### config.mk
export PLATFORM = sky130hd
export DESIGN_NAME = bip_rate_gen
export DESIGN_NICKNAME = d
export VERILOG_FILES = /design/src/rtl/bip_rate_gen.sv
export SDC_FILE = /design/constraint.sdc
export NUM_CORES = 1
export LEC_CHECK = 0
export CORE_MARGIN = 4
export CORE_UTILIZATION = 30
export CTS_CLUSTER_DIAMETER = 200
export DETAILED_ROUTE_END_ITERATION = 10
export PLACE_DENSITY = 0.57
export SLEW_MARGIN = 20
export SYNTH_ARGS = -nofsm -noshare
export SYNTH_HDL_FRONTEND = slang
export SYNTH_SLANG_ARGS = --single-unit
### constraint.sdc
create_clock -name clk -period 5.3 [get_ports clk]
set_input_delay 1.06 -clock clk [delete_from_list [all_inputs] [get_ports clk]]
set_output_delay 1.06 -clock clk [all_outputs]
set_load 0.02 [all_outputs]
### src/rtl/bip_rate_gen.sv
// Purpose : nearest-of-N proximity beep generator; picks the closest channel,
//           maps its distance to a beep-rate band (1..11 Hz, continuous, or silent)
//           with farther-band hysteresis, and drives a glitch-free buzzer enable.
// Latency : dst_valid -> latch 1 cycle, arbitration +1, band/hysteresis +1, FSM +1.
// Backpr. : none; strobes are always accepted, the newest distance per channel wins.
// Ports   : clk, n_rst (async active-low), dst/dst_valid (packed per-channel
//           distances and strobes), enable (global gate), bip_en (buzzer enable),
//           nearest_ch (selected channel index), cont_tone (continuous-tone state).
module bip_rate_gen #(
    parameter int N_CH     = 2,
    parameter int DST_W    = 12,
    parameter int CLK_HZ   = 50000000,
    parameter int CNT_W    = 26,
    parameter int CONT_DST = 30,
    parameter int HYST     = 5
) (
    input  logic                                      clk,
    input  logic                                      n_rst,
    input  logic [N_CH*DST_W-1:0]                     dst,
    input  logic [N_CH-1:0]                           dst_valid,
    input  logic                                      enable,
    output logic                                      bip_en,
    output logic [((N_CH > 1) ? $clog2(N_CH) : 1)-1:0] nearest_ch,
    output logic                                      cont_tone
);

    localparam int CH_W = (N_CH > 1) ? $clog2(N_CH) : 1;

    typedef enum logic [1:0] {S_IDLE, S_OFF, S_ON, S_CONT} state_t;

    logic [DST_W-1:0] d_q [N_CH];
    logic [DST_W-1:0] d_min;
    logic [DST_W-1:0] min_d;
    logic [CH_W-1:0]  min_i;
    logic [DST_W-1:0] d_hyst;
    logic [3:0]       b_now;
    logic [3:0]       b_hyst;
    logic [3:0]       tgt;
    logic [3:0]       tgt_nxt;
    logic [3:0]       act;
    logic [CNT_W-1:0] cnt;
    logic [CNT_W-1:0] per;
    logic [CNT_W-1:0] off_last;
    logic [CNT_W-1:0] on_last;
    state_t           state;

    // Band 0 = silent, 1..11 = beep rate in Hz, 12 = continuous tone.
    // Each band covers (lower, upper]; the continuous zone overrides band 11.
    function automatic logic [3:0] band(input logic [DST_W-1:0] d);
        logic [31:0] v;
        v = 32'(d);
        if (v > 32'd700)                  band = 4'd0;
        else if (v <= 32'(CONT_DST))      band = 4'd12;
        else if (v <= 32'd50)             band = 4'd11;
        else if (v <= 32'd70)             band = 4'd10;
        else if (v <= 32'd100)            band = 4'd9;
        else if (v <= 32'd120)            band = 4'd8;
        else if (v <= 32'd150)            band = 4'd7;
        else if (v <= 32'd200)            band = 4'd6;
        else if (v <= 32'd250)            band = 4'd5;
        else if (v <= 32'd300)            band = 4'd4;
        else if (v <= 32'd400)            band = 4'd3;
        else if (v <= 32'd500)            band = 4'd2;
        else                              band = 4'd1;
    endfunction

    // Beep period in clock cycles; every entry folds to a constant at elaboration.
    function automatic logic [CNT_W-1:0] period(input logic [3:0] k);
        case (k)
            4'd1:    period = CNT_W'(CLK_HZ / 1);
            4'd2:    period = CNT_W'(CLK_HZ / 2);
            4'd3:    period = CNT_W'(CLK_HZ / 3);
            4'd4:    period = CNT_W'(CLK_HZ / 4);
            4'd5:    period = CNT_W'(CLK_HZ / 5);
            4'd6:    period = CNT_W'(CLK_HZ / 6);
            4'd7:    period = CNT_W'(CLK_HZ / 7);
            4'd8:    period = CNT_W'(CLK_HZ / 8);
            4'd9:    period = CNT_W'(CLK_HZ / 9);
            4'd10:   period = CNT_W'(CLK_HZ / 10);
            4'd11:   period = CNT_W'(CLK_HZ / 11);
            default: period = CNT_W'(CLK_HZ);
        endcase
    endfunction

    // Per-channel distance latches; all-ones reads as "far away" (silent).
    always_ff @(posedge clk or negedge n_rst) begin
        if (!n_rst) begin
            for (int i = 0; i < N_CH; i++) d_q[i] <= '1;
        end else begin
            for (int i = 0; i < N_CH; i++)
                if (dst_valid[i]) d_q[i] <= dst[i*DST_W +: DST_W];
        end
    end

    // Strict less-than while scanning upward keeps the lowest index on ties.
    always_comb begin
        min_d = d_q[0];
        min_i = '0;
        for (int i = 1; i < N_CH; i++) begin
            if (d_q[i] < min_d) begin
                min_d = d_q[i];
                min_i = CH_W'(i);
            end
        end
    end

    always_ff @(posedge clk or negedge n_rst) begin
        if (!n_rst) begin
            d_min      <= '1;
            nearest_ch <= '0;
        end else begin
            d_min      <= min_d;
            nearest_ch <= min_i;
        end
    end

    // Nearer bands are taken at once; a farther band only once the distance
    // has moved HYST cm past the boundary.
    always_comb begin
        d_hyst  = (d_min > DST_W'(HYST)) ? d_min - DST_W'(HYST) : '0;
        b_now   = band(d_min);
        b_hyst  = band(d_hyst);
        tgt_nxt = tgt;
        if (b_now > tgt)       tgt_nxt = b_now;
        else if (b_hyst < tgt) tgt_nxt = b_hyst;
    end

    always_ff @(posedge clk or negedge n_rst) begin
        if (!n_rst) tgt <= '0;
        else        tgt <= tgt_nxt;
    end

    assign per      = period(act);
    assign off_last = (per >> 1) - CNT_W'(1);
    assign on_last  = per - (per >> 1) - CNT_W'(1);

    // act only changes at a period boundary (or on leaving IDLE/CONT), so a
    // beep in progress is never cut short or stretched by a new target.
    always_ff @(posedge clk or negedge n_rst) begin
        if (!n_rst) begin
            state     <= S_IDLE;
            cnt       <= '0;
            act       <= '0;
            bip_en    <= 1'b0;
            cont_tone <= 1'b0;
        end else if (!enable) begin
            state     <= S_IDLE;
            cnt       <= '0;
            bip_en    <= 1'b0;
            cont_tone <= 1'b0;
        end else begin
            case (state)
                S_IDLE: begin
                    if (tgt == 4'd12) begin
                        state     <= S_CONT;
                        bip_en    <= 1'b1;
                        cont_tone <= 1'b1;
                    end else if (tgt != 4'd0) begin
                        act   <= tgt;
                        cnt   <= '0;
                        state <= S_OFF;
                    end
                end
                S_OFF: begin
                    if (cnt == off_last) begin
                        cnt    <= '0;
                        state  <= S_ON;
                        bip_en <= 1'b1;
                    end else begin
                        cnt <= cnt + CNT_W'(1);
                    end
                end
                S_ON: begin
                    if (cnt == on_last) begin
                        cnt <= '0;
                        if (tgt == 4'd0) begin
                            state  <= S_IDLE;
                            bip_en <= 1'b0;
                        end else if (tgt == 4'd12) begin
                            state     <= S_CONT;
                            cont_tone <= 1'b1;
                        end else begin
                            act    <= tgt;
                            state  <= S_OFF;
                            bip_en <= 1'b0;
                        end
                    end else begin
                        cnt <= cnt + CNT_W'(1);
                    end
                end
                S_CONT: begin
                    if (tgt != 4'd12) begin
                        cont_tone <= 1'b0;
                        bip_en    <= 1'b0;
                        cnt       <= '0;
                        if (tgt == 4'd0) begin
                            state <= S_IDLE;
                        end else begin
                            act   <= tgt;
                            state <= S_OFF;
                        end
                    end
                end
                default: state <= S_IDLE;
            endcase
        end
    end

endmodule

==> impl_metrics.tcl, run 1 <==
set metrics [dict create \
    outcome "finished clean" \
    tns_ps 0 \
    worst_slack_ps 331.3 \
    grt_max_degree 76 \
    synth.distinct_cells 90 \
    crit_chain "nor2b_1 > a2bb2oi_1 > ha_1 > nor3_1 > nand2_1 > nor4_1 > o31ai_2 > a31oi_1 > o22ai_1 > xnor2_1 > o31ai_4 > a21oi_2 > nand2b_2 > buf_12 > o311ai_1" \
    cp.required_ps 5530 \
    initial_core_util_pct 30.54 \
    yosys.area.top_type "ha_1" \
    timing.hold.ws_ps 506.0 \
    areaGrowthSynthToFinish_pct 11.64 \
    hpwl_um 20300 \
    antenna_found_initial 0 \
    holdPathStages 2 \
    synth.avg_cell_area_um2 7.962 \
    gp_congestion 0.9246 \
    ant_nets 0 \
    crit_type "reg2reg" \
    reg2regPathDepth 15 \
    cts_sinks 75 \
    finalMaxSlewViolations 0 \
    critPathArrivalTime_ps 5200 \
    clock-skew-final_ps 5.066 \
    via_count 8237 \
    crit_slowest_cell "dfrtp_1" \
    slowest_delay_ps 700 \
    yosysSeqAreaShare_pct 21.86 \
    clkSlewWorstSetupHoldPaths_ps 60 \
    synth_ff_type "dfrtp_1" \
    grt_pass1_vias 8039 \
    cts_max_level 3 \
    worstSetupEndpointType "flip-flop" \
    grt_pass1_wl_um 41440 \
    fin_crit_sh_pct 93.75 \
    cts_root_buffer "clkbuf_16" \
    synth_edf_count 0 \
    synthTopCellsByCount "nand2_1, ha_1, inv_1" \
    diodes 0 \
    vias_per_cell 5.480 \
    fin_crit_ps 4969 \
    synth_top_cell_area_share_pct 11.67 \
    die_area_um2 32100 \
    num-nets-final 1226 \
    numCtsBuffers 9 \
    io_buffers 31 \
    worst-slew-pin-transition_ps 933.9 \
    final_hold_viol_count 0 \
    synth_area_um2 8790 \
    rsz0062_at_grt "no" \
    yosysWarnings 0 \
    dp_worst_setup_slack_ps 318.6 \
    synth_area_leaders "ha_1, dfrtp_1, dfstp_2, nand2_1, xnor2_1" \
    clockBufferDepth 2 \
    drc 0 \
    ys_async_sr_fraction_pct 100.0 \
    synth_nets 1216 \
    setup_viol_count_final 0 \
    core_area_um2 28780 \
    fmax_mhz 201.3 \
    die_w_um 179.2 \
    cts_tree "done" \
    ir_drop_v 0.0002232 \
    maxCapViolCount 0 \
    firstDrtPassIters 5 \
    yosysMostFrequentCell "nand2_1" \
    drt-total-wl_um 25190 \
    timing.max_slew.rel_slack_pct 37.74 \
    routedWlPerCell_um 16.76 \
    synthCells 1104 \
    p_per_area_nw_per_um2 678.6 \
    drive_gt1_share_pct 12.78 \
    cp-start-kind "flip-flop" \
    ys_ff_latch 75 \
    die_h_um 179.2 \
    p_leak_uw 0.003940 \
    overflow 0 \
    worstPathMaxFanout 24 \
    io_pins 32 \
    insertion_delay_ps 340 \
    hold_class "reg2reg" \
    min-delay-start "d_q[15]$_DFFE_PN1P_" \
    reg2reg_from "act[3]$_DFFE_PN0P_" \
    crit_start "act[3]$_DFFE_PN0P_" \
    rows 62 \
    drtIter0Drc 439 \
    grt_util_all_layers_pct 15.82 \
]
==> final timing paths <==
check	endpoint	slack (ps)
max in group asynchronous	cnt[3]$_DFFE_PN0P_	3830
min in group asynchronous	nearest_ch$_DFF_PN0_	870
worst min register to register	d_q[15]$_DFFE_PN1P_	510
worst max register to register	cnt[12]$_DFFE_PN0P_	330
worst max-delay path	cnt[12]$_DFFE_PN0P_	330
worst min-delay path	d_q[15]$_DFFE_PN1P_	510
==> worst max-delay path, delay by kind of cell (launching register included) <==
family                   cells  cell delay [ps]
AO/OA/AOI/OAI                7             1930
XOR/XNOR                     1              410
adder cells (fa/ha/maj)      1              440
buffers and inverters        1              170
flip-flops                   1              700
AND/OR/NAND/NOR              5             1200
==> cell families (layout without fill, tap and decap cells) <==
| group | count (synthesis) | in the layout | synth area share [%] |
|---|---|---|---|
| XOR/XNOR | 76 | 76 | 7.730 |
| AO/OA/AOI/OAI | 308 | 308 | 24.50 |
| multiplexers | 43 | 43 | 5.310 |
| AND/OR/NAND/NOR | 380 | 380 | 22.16 |
| flip-flops | 75 | 75 | 21.86 |
| adder cells (fa/ha/maj) | 83 | 83 | 11.90 |
| buffers and inverters | 139 | 154 | 6.534 |
==> sequential cells by signal (all words and copies together), names as in the netlist <==
register and count:
d_min 12, bip_en 1, state 2, act 4, cnt 26, nearest_ch 1
d_q 24, cont_tone 1, tgt 4
==> cells in the final DEF (no fill, tap or decap), types with 20 or more instances in the layout <==
cell type / instances
nor2_1: 61
dfrtp_1: 39
o21ai_0: 63
buf_4: 24
clkdlybuf4s50_1: 30
xnor2_1: 44
ha_1: 82
nand4_1: 20
nand3_1: 47
dfstp_2: 36
mux2_2: 29
a21oi_1: 54
nand2_1: 111
o22ai_1: 22
nor3_1: 24
xor2_1: 31
inv_1: 82
==> timing repair <==
action | in CTS | in global routing
hold buffers | 0 | 0
endpoints found under the setup margin | 0 | 33
gates resized for setup | 0 | 4
buffers inserted | 0 | 1
==> stage by stage <==
step / area, um^2 / cells / utilization, % / total power [uW]
final: 9813 / 1503 / 34.10 / 6659
after CTS: 9797 / 1502 / 34.04 / 6610
after floorplan: 8790 / 1104 / - / 4721
after detailed placement: 9504 / 1486 / 33.02 / 5951
after global placement: 9504 / 1486 / 33.02 / 5948
after global routing: 9813 / 1503 / 34.10 / 7243
==> layer usage <==
metal	part of all wire [%]	GRT usage, %	routed length, um
met4	2.1	4.221	535
met1	46	20.97	11470
met2	48	27.66	12150
met3	4.1	1.329	1027
met5	0	0	0
==> report_power, final <==
group / total (uW) / leakage, uW / switching [uW] / internal (uW)
Sequential: 841 / 0.000909 / 160 / 681
Combinational: 5200 / 0.00289 / 3090 / 2120
Clock: 617 / 0.000140 / 252 / 365
Total: 6660 / 0.00394 / 3500 / 3160
==> layout make-up <==
class | instances | area, um^2
Timing Repair Buffer | 55 | 500.5
Sequential cell | 75 | 1922
Clock inverter | 6 | 63.81
Inverter | 83 | 311.5
Clock buffer | 10 | 229.0
Tap cell | 384 | 480.5
Fill cell | 3033 | 18970
Multi-Input combinational cell | 890 | 6306
Note: power is estimated with default switching activity, not from simulation.
==> run 2, diff against run 1 <==
CORE_MARGIN = unset   (was 4)
HOLD_SLACK_MARGIN = 0.08   (was unset)
==> impl_metrics.tcl, run 2 (synthesized netlist as in run 1, its figures left out) <==
set metrics [dict create \
    num-nets-final 1230 \
    critPathArrivalTime_ps 5250 \
    diodes 0 \
    worstPathMaxFanout 11 \
    drt-total-wl_um 24860 \
    cts_root_buffer "clkbuf_16" \
    cp.required_ps 5500 \
    n_fill_cell 3009 \
    clockPowerShare_pct 9.7 \
    top_register "cnt" \
    hpwl_um 19840 \
    grt_util_all_layers_pct 16.44 \
    worstSetupEndpointType "flip-flop" \
    path_buf_inv 2 \
    fin_crit_ps 5046 \
    vias_per_cell 5.489 \
    grt_max_degree 76 \
    overflow 0 \
    io_pins 32 \
    final_hold_viol_count 0 \
    cts_max_level 3 \
    largest_register_ffs 26 \
    ant_nets 0 \
    clkSlewWorstSetupHoldPaths_ps 60 \
    timing.max_slew.rel_slack_pct 38.43 \
    io_buffers 31 \
    drtIter0Drc 844 \
    grt_pass1_wl_um 40700 \
    combPwrFrac_pct 78.0 \
    final_util_pct 34.31 \
    cp-start-kind "flip-flop" \
    grt_pass1_vias 7794 \
    via_count 8272 \
    mostFrequentLayoutCell "nand2_1" \
    clock-skew-final_ps 10.46 \
    ir_drop_v 0.0002614 \
    timing.hold.ws_ps 517.7 \
    areaGrowthSynthToFinish_pct 12.36 \
    p_per_area_nw_per_um2 686.0 \
    p_sw_share_pct 52.04 \
    rows 62 \
    drive_gt1_share_pct 13.45 \
    maxCapViolCount 0 \
    routedWlPerCell_um 16.50 \
    drc 0 \
    seqPwrFrac_pct 12.3 \
    initial_core_util_pct 30.54 \
    holdPathStages 2 \
    cts_tree "done" \
    regArea_um2 1923 \
    clockBufferDepth 2 \
    core_area_um2 28780 \
    crit_slowest_cell "or4b_1" \
    cellInternalPower_uw 3249 \
    firstDrtPassIters 5 \
    multiInputGateArea_um2 6321 \
    die_h_um 173.2 \
    die_w_um 173.2 \
    fin_crit_sh_pct 95.20 \
    layout_common_cells "nand2_1, inv_1, ha_1" \
    gp_congestion 0.9118 \
    worst-slew-pin-transition_ps 923.5 \
    path_depth 17 \
    insertion_delay_ps 330 \
    hold_class "reg2reg" \
    slowest_delay_ps 690 \
    setup_viol_count_final 0 \
    antenna_found_initial 0 \
    p_switching_uw 3526 \
    finalMaxSlewViolations 0 \
    die_area_um2 29990 \
    p_leak_uw 0.003969 \
    outcome "finished clean" \
    crit_chain "ha_2 > mux2i_1 > nor2_1 > inv_1 > ha_1 > nor2b_1 > o311a_1 > o311a_1 > o21ai_0 > mux2i_1 > o2111ai_1 > or4b_1 > o31ai_4 > a21oi_2 > buf_4 > a21oi_1 > o22ai_1" \
    cp_top_family "compound AO/OA/AOI/OAI gates" \
    cts_sinks 75 \
    crit_type "reg2reg" \
    reg2regPathDepth 17 \
    numCtsBuffers 9 \
    largestRegisters "cnt: 26 flops, d_q: 24 flops, d_min: 12 flops" \
    fmax_mhz 198.2 \
]
-- run 2: worst paths after layout --
path                            slack (ps)                 from                   end
worst max-delay path                   250   act[0]$_DFFE_PN0P_    cnt[4]$_DFFE_PN0P_
worst min-delay path                   520  d_q[13]$_DFFE_PN1P_   d_q[13]$_DFFE_PN1P_
worst max register to register         250   act[0]$_DFFE_PN0P_    cnt[4]$_DFFE_PN0P_
worst min register to register         520  d_q[13]$_DFFE_PN1P_   d_q[13]$_DFFE_PN1P_
max in group asynchronous             3780                n_rst    act[2]$_DFFE_PN0P_
min in group asynchronous              890                n_rst  nearest_ch$_DFF_PN0_
-- run 2: cell type report --
class / count / area share, %
clock buffer: 12 / 2.496
clock inverter: 4 / 0.7602
inverter: 83 / 3.155
multi-input combinational: 890 / 64.01
sequential: 75 / 19.47
tap: 384 / 4.865
timing repair buffer: 59 / 5.245
-- run 2: metal layers --
layer  part of all wire, %  track usage, %  wire length [um]  vias up
met2                    45           26.31             11070      249
met1                    48           23.70             12020     3911
met4                   1.6           3.466               397        0
met5                     0               0                 0        -
li1                      -               -                 -     4074
met3                   5.5           1.781              1378       38
-- run 2: per-stage QoR --
stage	setup WS [ps]	area [um^2]	std cells	power (uW)	setup TNS, ps
2_1_floorplan	920.4	8790	1104	4721	0
3_3_place_gp	386.8	9522	1490	5966	0
3_5_place_dp	301.3	9522	1490	5964	0
4_1_cts	260.5	9843	1506	6667	0
5_1_grt	-3.880	9876	1507	7358	-3.880
6_report	254.1	9876	1507	6775	0
-- run 2: power groups by stage --
stage | registers, uW | logic, uW | clock network [uW]
finish | 837 | 5280 | 656
global route | 856 | 5810 | 692
CTS | 836 | 5160 | 675
detailed placement | 845 | 5120 | 0
global placement | 841 | 5120 | 0
floorplan | 755 | 3970 | 0
-- run 2: repair_timing --
action / CTS / global route
endpoints found under the setup margin: 0 / 34
hold buffers: 0 / 0
resized for setup: 0 / 7
buffers inserted: 0 / 1
-- run 2: worst reg2reg max path, cell delays in order, from the launching register on --
cell and delay (ps):
dfrtp_1 490, ha_2 350, mux2i_1 160, nor2_1 260
inv_1 140, ha_1 330, nor2b_1 70, o311a_1 350
o311a_1 340, o21ai_0 430, mux2i_1 260, o2111ai_1 170
or4b_1 690, o31ai_4 310, a21oi_2 130, buf_4 200
a21oi_1 140, o22ai_1 100
